File: config.mk
export PLATFORM = sky130hd
export DESIGN_NAME = datapath
export DESIGN_NICKNAME = d
export VERILOG_FILES = /design/src/rtl/datapath.sv
export SDC_FILE = /design/constraint.sdc
export NUM_CORES = 1
export LEC_CHECK = 0
export ABC_AREA = 1
export CORE_MARGIN = 1.5
export CORE_UTILIZATION = 28
export CTS_CLUSTER_DIAMETER = 30
export DETAILED_ROUTE_END_ITERATION = 12
export HOLD_SLACK_MARGIN = 0.05
export PLACE_DENSITY = 0.52
export SETUP_SLACK_MARGIN = 0.4
export SLEW_MARGIN = 20
export SYNTH_ARGS = -nofsm -noshare
export SYNTH_HDL_FRONTEND = slang
export SYNTH_SLANG_ARGS = --single-unit
File: constraint.sdc
create_clock -name clk -period 3.2 [get_ports clk]
set_input_delay 0.8 -clock clk [delete_from_list [all_inputs] [get_ports clk]]
set_output_delay 0.8 -clock clk [all_outputs]
set_load 0.01 [all_outputs]
File: src/rtl/datapath.sv
// Traffic-light timing datapath: phase prescaler, saturating G/Y/R tick counters,
// phase-done strobes back to the controller and registered fail-safe lamp drivers.
`timescale 1ns/1ps
module datapath #(
   parameter int TICK_DIV     = 10,
   parameter int GREEN_TICKS  = 30,
   parameter int YELLOW_TICKS = 5,
   parameter int RED_TICKS    = 30,
   parameter int CNT_W        = 8
) (
   input  logic clk,
   input  logic rst_n,
   input  logic clr_G,
   input  logic inc_G,
   input  logic clr_Y,
   input  logic inc_Y,
   input  logic clr_R,
   input  logic inc_R,
   output logic sig_1to2,
   output logic sig_2to3,
   output logic sig_3to2,
   output logic sig_2to1,
   output logic lamp_g,
   output logic lamp_y,
   output logic lamp_r
);

   localparam int PRE_W = (TICK_DIV > 1) ? $clog2(TICK_DIV) : 1;
   localparam logic [PRE_W-1:0] PRE_LAST = PRE_W'(TICK_DIV - 1);
   localparam logic [CNT_W-1:0] G_MAX    = CNT_W'(GREEN_TICKS);
   localparam logic [CNT_W-1:0] Y_MAX    = CNT_W'(YELLOW_TICKS);
   localparam logic [CNT_W-1:0] R_MAX    = CNT_W'(RED_TICKS);

   typedef enum logic [1:0] {
      PH_NONE   = 2'd0,
      PH_GREEN  = 2'd1,
      PH_YELLOW = 2'd2,
      PH_RED    = 2'd3
   } phase_t;

   phase_t           phase;
   phase_t           phase_q;
   logic             phase_chg;
   logic             tick;
   logic [PRE_W-1:0] pre;
   logic [CNT_W-1:0] cnt_G;
   logic [CNT_W-1:0] cnt_Y;
   logic [CNT_W-1:0] cnt_R;
   logic             yel_after_red;

   // Green wins if the controller ever raises more than one inc strobe.
   always_comb begin
      phase = PH_NONE;
      if (inc_G)
         phase = PH_GREEN;
      else if (inc_Y)
         phase = PH_YELLOW;
      else if (inc_R)
         phase = PH_RED;
   end

   assign phase_chg = (phase != phase_q);
   assign tick      = (phase != PH_NONE) && !phase_chg && (pre == PRE_LAST);

   always_ff @(posedge clk or negedge rst_n) begin
      if (!rst_n) begin
         phase_q <= PH_NONE;
         pre     <= '0;
      end else begin
         phase_q <= phase;
         if (phase_chg || (phase == PH_NONE) || (pre == PRE_LAST))
            pre <= '0;
         else
            pre <= pre + 1'b1;
      end
   end

   // Counters saturate at their phase length so the done level holds until cleared.
   always_ff @(posedge clk or negedge rst_n) begin
      if (!rst_n) begin
         cnt_G <= '0;
         cnt_Y <= '0;
         cnt_R <= '0;
      end else begin
         if (clr_G)
            cnt_G <= '0;
         else if (inc_G && tick && (cnt_G < G_MAX))
            cnt_G <= cnt_G + 1'b1;

         if (clr_Y)
            cnt_Y <= '0;
         else if (inc_Y && tick && (cnt_Y < Y_MAX))
            cnt_Y <= cnt_Y + 1'b1;

         if (clr_R)
            cnt_R <= '0;
         else if (inc_R && tick && (cnt_R < R_MAX))
            cnt_R <= cnt_R + 1'b1;
      end
   end

   always_ff @(posedge clk or negedge rst_n) begin
      if (!rst_n) begin
         yel_after_red <= 1'b0;
         lamp_g        <= 1'b0;
         lamp_y        <= 1'b0;
         lamp_r        <= 1'b1;
      end else begin
         if (inc_R)
            yel_after_red <= 1'b1;
         else if (inc_G)
            yel_after_red <= 1'b0;
         lamp_g <= (phase == PH_GREEN);
         lamp_y <= (phase == PH_YELLOW);
         lamp_r <= (phase == PH_RED) || (phase == PH_NONE);
      end
   end

   // Yellow finishes toward red or green depending on which phase preceded it.
   assign sig_1to2 = inc_G && (cnt_G == G_MAX);
   assign sig_2to3 = inc_Y && (cnt_Y == Y_MAX) && !yel_after_red;
   assign sig_3to2 = inc_R && (cnt_R == R_MAX);
   assign sig_2to1 = inc_Y && (cnt_Y == Y_MAX) &&  yel_after_red;

endmodule

# Word level (Yosys, flattened, before mapping)
# Cells that the tools add are included.
# classes
n_shift	0
mul	0
div_mod_pow	0
n_eq_ne	8
n_mux	12
n_lt_le_gt_ge	3
bitwise	0
n_reduce_logical	24
addsub	4
# ops
op	count
$mux 8	6
$add 8x1->8 const B	3
$eq 8x5->1 const B	2
$lt 8x5->1 const B	2
$logic_and 1x1->1	13
$reduce_bool 2->1	5
$eq 8x3->1 const B	1
$lt 8x3->1 const B	1
$mux 2	3
$add 4x1->4 const B	1
$eq 2x2->1 const B	2
$eq 4x4->1 const B	1
$mux 4	1
$logic_or 1x1->1	3
$eq 2x1->1 const B	1
$logic_not 1->1	2
$logic_not 2->1	1
$mux 1	2
$ne 2x2->1	1
# word_totals
word_cells	60
rom_bits	0
latchBits	0
ff_bits	34
in_bits	8
ramBits	0
mem_count	0
output_inout_bits	7

# Logic depth before layout (Yosys ltp)
# Gate-level depths: netlist of run 1.
# depth
ltp_word	11
mapped_depth	12
mapped_depth_nobuf	12

# Worst setup path after synthesis of run 1
# OpenSTA, ideal clock, no wires.
# synth_timing
path_type	input -> output
startpoint	in inc_R
endpoint	out sig_3to2
setup_slack_ns	1.171
cell_stages	2
arrival_ns	1.229
t_required_ns	2.400
n_path_buf	0
cell_sequence	nand4_1 nor3b_1
# synth_via
elab_chain_len	1
# synth_rtl
element	line	text
from (decl)	18	input logic inc_R,
$logic_and 1x1->1	122	assign sig_3to2 = inc_R && (cnt_R == R_MAX);
to (decl)	21	output logic sig_3to2,
# Every way passes these cells.

# Worst setup path in the final report of run 1
# Ends and elaborated chain as after synthesis.

==> results of run 1 <==
[flip-flops by register name, summed over array words and instances, names as in the netlist]
name	count
phase_q	2
lamp_g	1
cnt_Y	8
yel_after_red	1
lamp_y	1
cnt_G	8
cnt_R	8
lamp_r	1
pre	4
[power breakdown]
group          internal [mW]  total (mW)  switching [mW]  leakage [nW]
logic                 0.0508       0.125          0.0742         0.552
clock network          0.174       0.322           0.148        0.0482
registers              0.452       0.474          0.0216         0.454
[worst max-delay path, stage by stage]
cell,delay [ns]
clkdlybuf4s50_1,0.49
nand4_1,0.13
nor3b_1,0.18
dlygate4sd2_1,0.29
[metal layers]
layer	global-route usage, %	share of wire, %	vias to the layer above
met4	4.02	1.1	0
met1	13.5	52	609
li1	-	-	706
met3	3.05	3.9	2
met5	0	0	-
met2	15.3	43	23
[per-stage QoR]
stage,area [µm²],worst slack (ns),power (mW)
after floorplan,1850,1.17,0.559
after global placement,2110,0.194,0.609
after detailed placement,2110,0.170,0.610
after CTS,2190,0.444,0.942
after global routing,2180,0.429,0.981
final,2180,0.516,0.921
[layout by cell type (no fill, tap or decap), types with 3 or more instances in the layout]
master,count
dfrtp_1,33
nand2_4,5
nand2_1,38
xnor2_1,5
nand3_1,19
o21ai_0,4
clkdlybuf4s50_1,10
nand4_4,3
nor3b_1,3
clkbuf_8,6
nor2_1,38
inv_1,31
buf_4,3
ha_1,12
nand4_1,3
[path summary, 6_finish.rpt]
path	to	start	cells after the start
worst max-delay path	sig_3to2	inc_R	4
worst min-delay path	cnt_Y[4]	cnt_Y[4]	2
worst max register to register	cnt_Y[1]	cnt_Y[0]	8
worst min register to register	cnt_Y[4]	cnt_Y[4]	2
max in group asynchronous	lamp_r	rst_n	2
min in group asynchronous	lamp_y	rst_n	2
[kinds of logic after synthesis]
kind of cell | count (synthesis) | share of synthesized area (%)
AO/OA/AOI/OAI | 5 | 1.35
adder cells (fa/ha/maj) | 12 | 8.11
AND/OR/NAND/NOR | 120 | 34.5
buffers and inverters | 33 | 6.76
XOR/XNOR | 7 | 3.31
flip-flops | 34 | 46.0
[cell usage after synthesis, drive strengths merged]
library cell	number	share of area (%)
nor3b	3	1.2
dfstp	1	1.4
nand4	6	4.5
xor2	2	0.95
buf	1	0.27
nand3b	2	0.81
nand3	20	5.7
nor3	2	0.54
inv	32	6.5
xnor2	5	2.4
nor2	42	10
o21ai	4	1.1
nand2	45	11
ha	12	8.1
dfrtp	33	45
a21oi	1	0.27
[what timing repair did]
action                     4_1_cts  5_1_grt
gates resized for setup          4        4
setup buffers                    0        0
setup endpoints to repair        4        2
[layout make-up]
type                    count  area share, %
inverters                  32           5.50
multi-input cells         144           40.0
clock inverters             1          0.229
repair buffers             17           6.87
well taps                  77           4.41
flip-flops and latches     34           39.0
clock buffers               7           3.95
==> results.md, run 1 <==
- Mapped Area: 1850 µm²
- Die area: 7110 µm²
- Worst-path clk slew: 0.06 ns
- Total CTS buffers: 5
- Later-pin clock latency in the skew report: 0.28 ns
- Vias in the first global route: 1293
- Gpl congestion: 0.728
- Area of the multi-input gates: 875 µm²
- Syn nets: 231
- Worst Skew: 0.00618 ns
- Max Buffers Root-to-Sink: 2
- Layout filler cell count: 674
- CTS tree: built
- # DRC: 0
- Root buf cell: clkbuf_8
- CTS hold repair buffers: 0
- DP Wirelength: 2.36 mm
- Syn Area/Cell: 8.78 µm²
- Final Non-Filler Cells: 312
- Cells after synthesis: 211
- Worst Setup End Kind: output port
- Reg area: 852 µm²
- Fraction of layout cells with a size suffix above 1: 12.3%
- Startpoint Class: primary input
- Register area share after synthesis: 46.0%
- Tot GR Track Use: 10.1%
- Clock sink count: 34
- Vias per std cell: 4.29
- Starting Density: 29.0%
- Antenna viol nets, final: 0
- Post-synthesis register bit count: 34
- Worst-Margin Slew: 0.435 ns
- Drt first-iter violations: 24
- Vias: 1340
- Final setup viols: 0
- Area growth from synthesis to layout: 18.0%
- Routed wire per std cell: 10.4 µm
- Fin. Hold Viols: 0
- First-pass GRT wire length: 5.78 mm
- Final slew viol count: 0
- IO Pins: 15
- Largest net degree at the start of global routing: 35
- Fmax: 0.373 GHz
- Initial antenna violation count: 0
- Arrival time at the worst endpoint: 1.88 ns
- Die height: 84.3 µm
- MaxCap Viol Count: 0
- Core area: 6390 µm²
- CP required: 2.40 ns
- Hold slack: 0.477 ns
- Count of cell types in the netlist: 24
- Rel. slew slack: 71.0%
- Total gr overflow: 0
- Leakage Power: 1.05 nW
- Max FO, Critical Path: 2
- Reg-to-reg slack, setup: 1.82 ns
- VDD IR max: 0.277 mV
- Final Critical Period: 2.68 ns
- Pwr dens: 421 nW/µm²
- Drt total wl: 3.23 mm
- Unrepaired setup endpoints after global routing: false
- # placed instances: 304
- Number of cell rows: 29
- Status: finished, final reports clean
- Chip width: 84.3 µm
- Final nets: 254
- H-Tree Depth: 2
- Setup TNS: 0 ns
- IO buf count: 14
- Synth warnings: 0
- Drt pass-1 iters: 4
- Period Utilization, post-route: 83.9%
- Final core occ: 34.2%
- Diode count: 0
- Critical path type: in2out
- Worst Hold Class: reg2reg
Note: power is estimated with default switching activity, not from simulation.
==> inputs of run 2 (changes only) <==
Clock period 3.2 ns to 2.5 ns, I/O delays scaled along.
==> results.md, run 2 (synthesis gave the netlist of run 1 again) <==
- Vias per std cell: 4.30 (about the same)
- Fraction of layout cells with a size suffix above 1: 16.4% (+4.1 points)
- Die area: 7110 µm² (unchanged)
- CP required: 1.88 ns (-0.52 ns)
- Period Utilization, post-route: 79.4%
- Max Buffers Root-to-Sink: 2 (unchanged)
- Worst Skew: 0.00531 ns (-0.000868 ns)
- Arrival time at the worst endpoint: 1.36 ns (-0.52 ns)
- Final Critical Period: 1.99 ns
- Number of cell rows: 29 (unchanged)
- Clock sink count: 34 (unchanged)
- Starting Density: 29.0% (unchanged)
- # DRC: 0 (unchanged)
- CTS hold repair buffers: 0 (unchanged)
- Final setup viols: 0 (unchanged)
- Max FO, Critical Path: 2 (unchanged)
- Antenna viol nets, final: 0 (unchanged)
- IO Pins: 15 (unchanged)
- Pwr dens: 535 nW/µm² (+27%)
- Worst Setup SP: inc_Y
- Drt total wl: 3.43 mm (+6.3%)
- Post-layout power: 1.20 mW (+30%)
- First-pass GRT wire length: 6.07 mm (+5.0%)
- Later-pin clock latency in the skew report: 0.28 ns (about the same)
- Critical path type: in2out
- Min-delay src: cnt_Y[4]
- Vias in the first global route: 1367 (+5.7%)
- Final nets: 263 (+3.5%)
- Total gr overflow: 0 (unchanged)
- Total CTS buffers: 5 (unchanged)
- Tot GR Track Use: 10.8% (+0.74 points)
- Final slew viol count: 0 (unchanged)
- Area growth from synthesis to layout: 21.0%
- VDD IR max: 0.401 mV (+45%)
- Gpl congestion: 0.751 (+3.0%)
- Worst Hold Class: reg2reg
- H-Tree Depth: 2 (unchanged)
- Root buf cell: clkbuf_8
- Top flop regs: cnt_G (8), cnt_R (8), cnt_Y (8)
- Unrepaired setup endpoints after global routing: false
- Drt pass-1 iters: 4 (unchanged)
- MaxCap Viol Count: 0 (unchanged)
- Leakage Power: 1.10 nW (+4.0%)
- Post-Place Worst Slack: -0.168 ns (-0.338 ns)
- Drt first-iter violations: 53 (+120%)
- Most frequent cells in the layout: nand2_1, nor2_1, dfrtp_1, inv_1, nand3_1
- Rel. slew slack: 70.7% (-0.24 points)
- Post-route setup slack: 0.514 ns (-0.00236 ns)
- DP Wirelength: 2.45 mm (+3.7%)
- Initial antenna violation count: 0 (unchanged)
- Worst Setup End Kind: output port
- CTS tree: built
- Startpoint Class: primary input
- Die height: 84.3 µm (unchanged)
- Status: finished, final reports clean
- Core area: 6390 µm² (unchanged)
- Post-route cell area: 2240 µm² (+2.6%)
- Reg2Reg Launch Point: cnt_G[5]
- Largest net degree at the start of global routing: 35 (unchanged)
- Worst-path clk slew: 0.07 ns (about the same)
- IO buf count: 14 (unchanged)
- Routed wire per std cell: 10.7 µm (+3.3%)
- Vias: 1380 (+3.0%)
- Final core occ: 35.1% (+0.88 points)
- Diode count: 0 (unchanged)
- Chip width: 84.3 µm (unchanged)
- Worst-Margin Slew: 0.439 ns (+0.00366 ns)
- Fin. Hold Viols: 0 (unchanged)
- Placement Cell Area: 2140 µm² (+1.4%)
- Fmax: 0.504 GHz
run 2: cell count changes in the layout (fill, tap and decap cells not counted):
cell             change
buf_4                +9
buf_2                +4
clkdlybuf4s50_1      -3
clkbuf_2             -2
dlygate4sd2_1        +1
run 2: path summary, 6_finish.rpt:
check	to	slack (ns)	depth (start not counted)
hold / removal	cnt_Y[4]	0.48	2
max in group asynchronous	lamp_r	1.41	2
setup reg to reg	cnt_G[4]	0.74	11
hold reg to reg	cnt_Y[4]	0.48	2
min in group asynchronous	cnt_R[7]	0.75	2
setup / recovery	sig_2to1	0.51	6
run 2: routing by layer:
| layer | routed length [µm] | vias up | global-route usage [%] |
|---|---|---|---|
| li1 | - | 721 | - |
| met1 | 1680 | 633 | 14.0 |
| met2 | 1560 | 22 | 16.6 |
| met3 | 133 | 4 | 3.05 |
| met4 | 64 | 0 | 5.37 |
| met5 | 0 | - | 0 |
run 2: critical path, stage by stage:
cell and delay (ns):
dlygate4sd2_1 0.21, inv_1 0.05, nor2_1 0.12, nand4_1 0.11, nor2_1 0.11, buf_2 0.13
run 2: timing repair:
item                                   4_1_cts  5_1_grt
setup buffers                                5        0
setup endpoints to repair                   14        0
resized for setup                           19        0
endpoints found under the hold margin        0        0
run 2: layout make-up:
type                            count  area, µm²
Clock buffer                        7       86.3
Clock inverter                      1       5.00
Fill cell                         679       4150
Inverter                           32        120
Multi-Input combinational cell    144        875
Sequential cell                    34        852
Tap cell                           77       96.3
Timing Repair Buffer               26        206
run 2: through the flow:
step                std cells  TNS (ns)  hold slack (ns)
floorplan                 211         0            0.329
global placement          308    -0.439            0.461
detailed placement        308    -0.509            0.471
CTS                       321         0            0.487
global route              321         0            0.504
finish                    321         0            0.484
run 2: report_power, final:
part / internal [mW] / total (mW) / switching [mW]
Sequential: 0.579 / 0.606 / 0.0271
Combinational: 0.0722 / 0.169 / 0.0972
Clock: 0.222 / 0.423 / 0.201
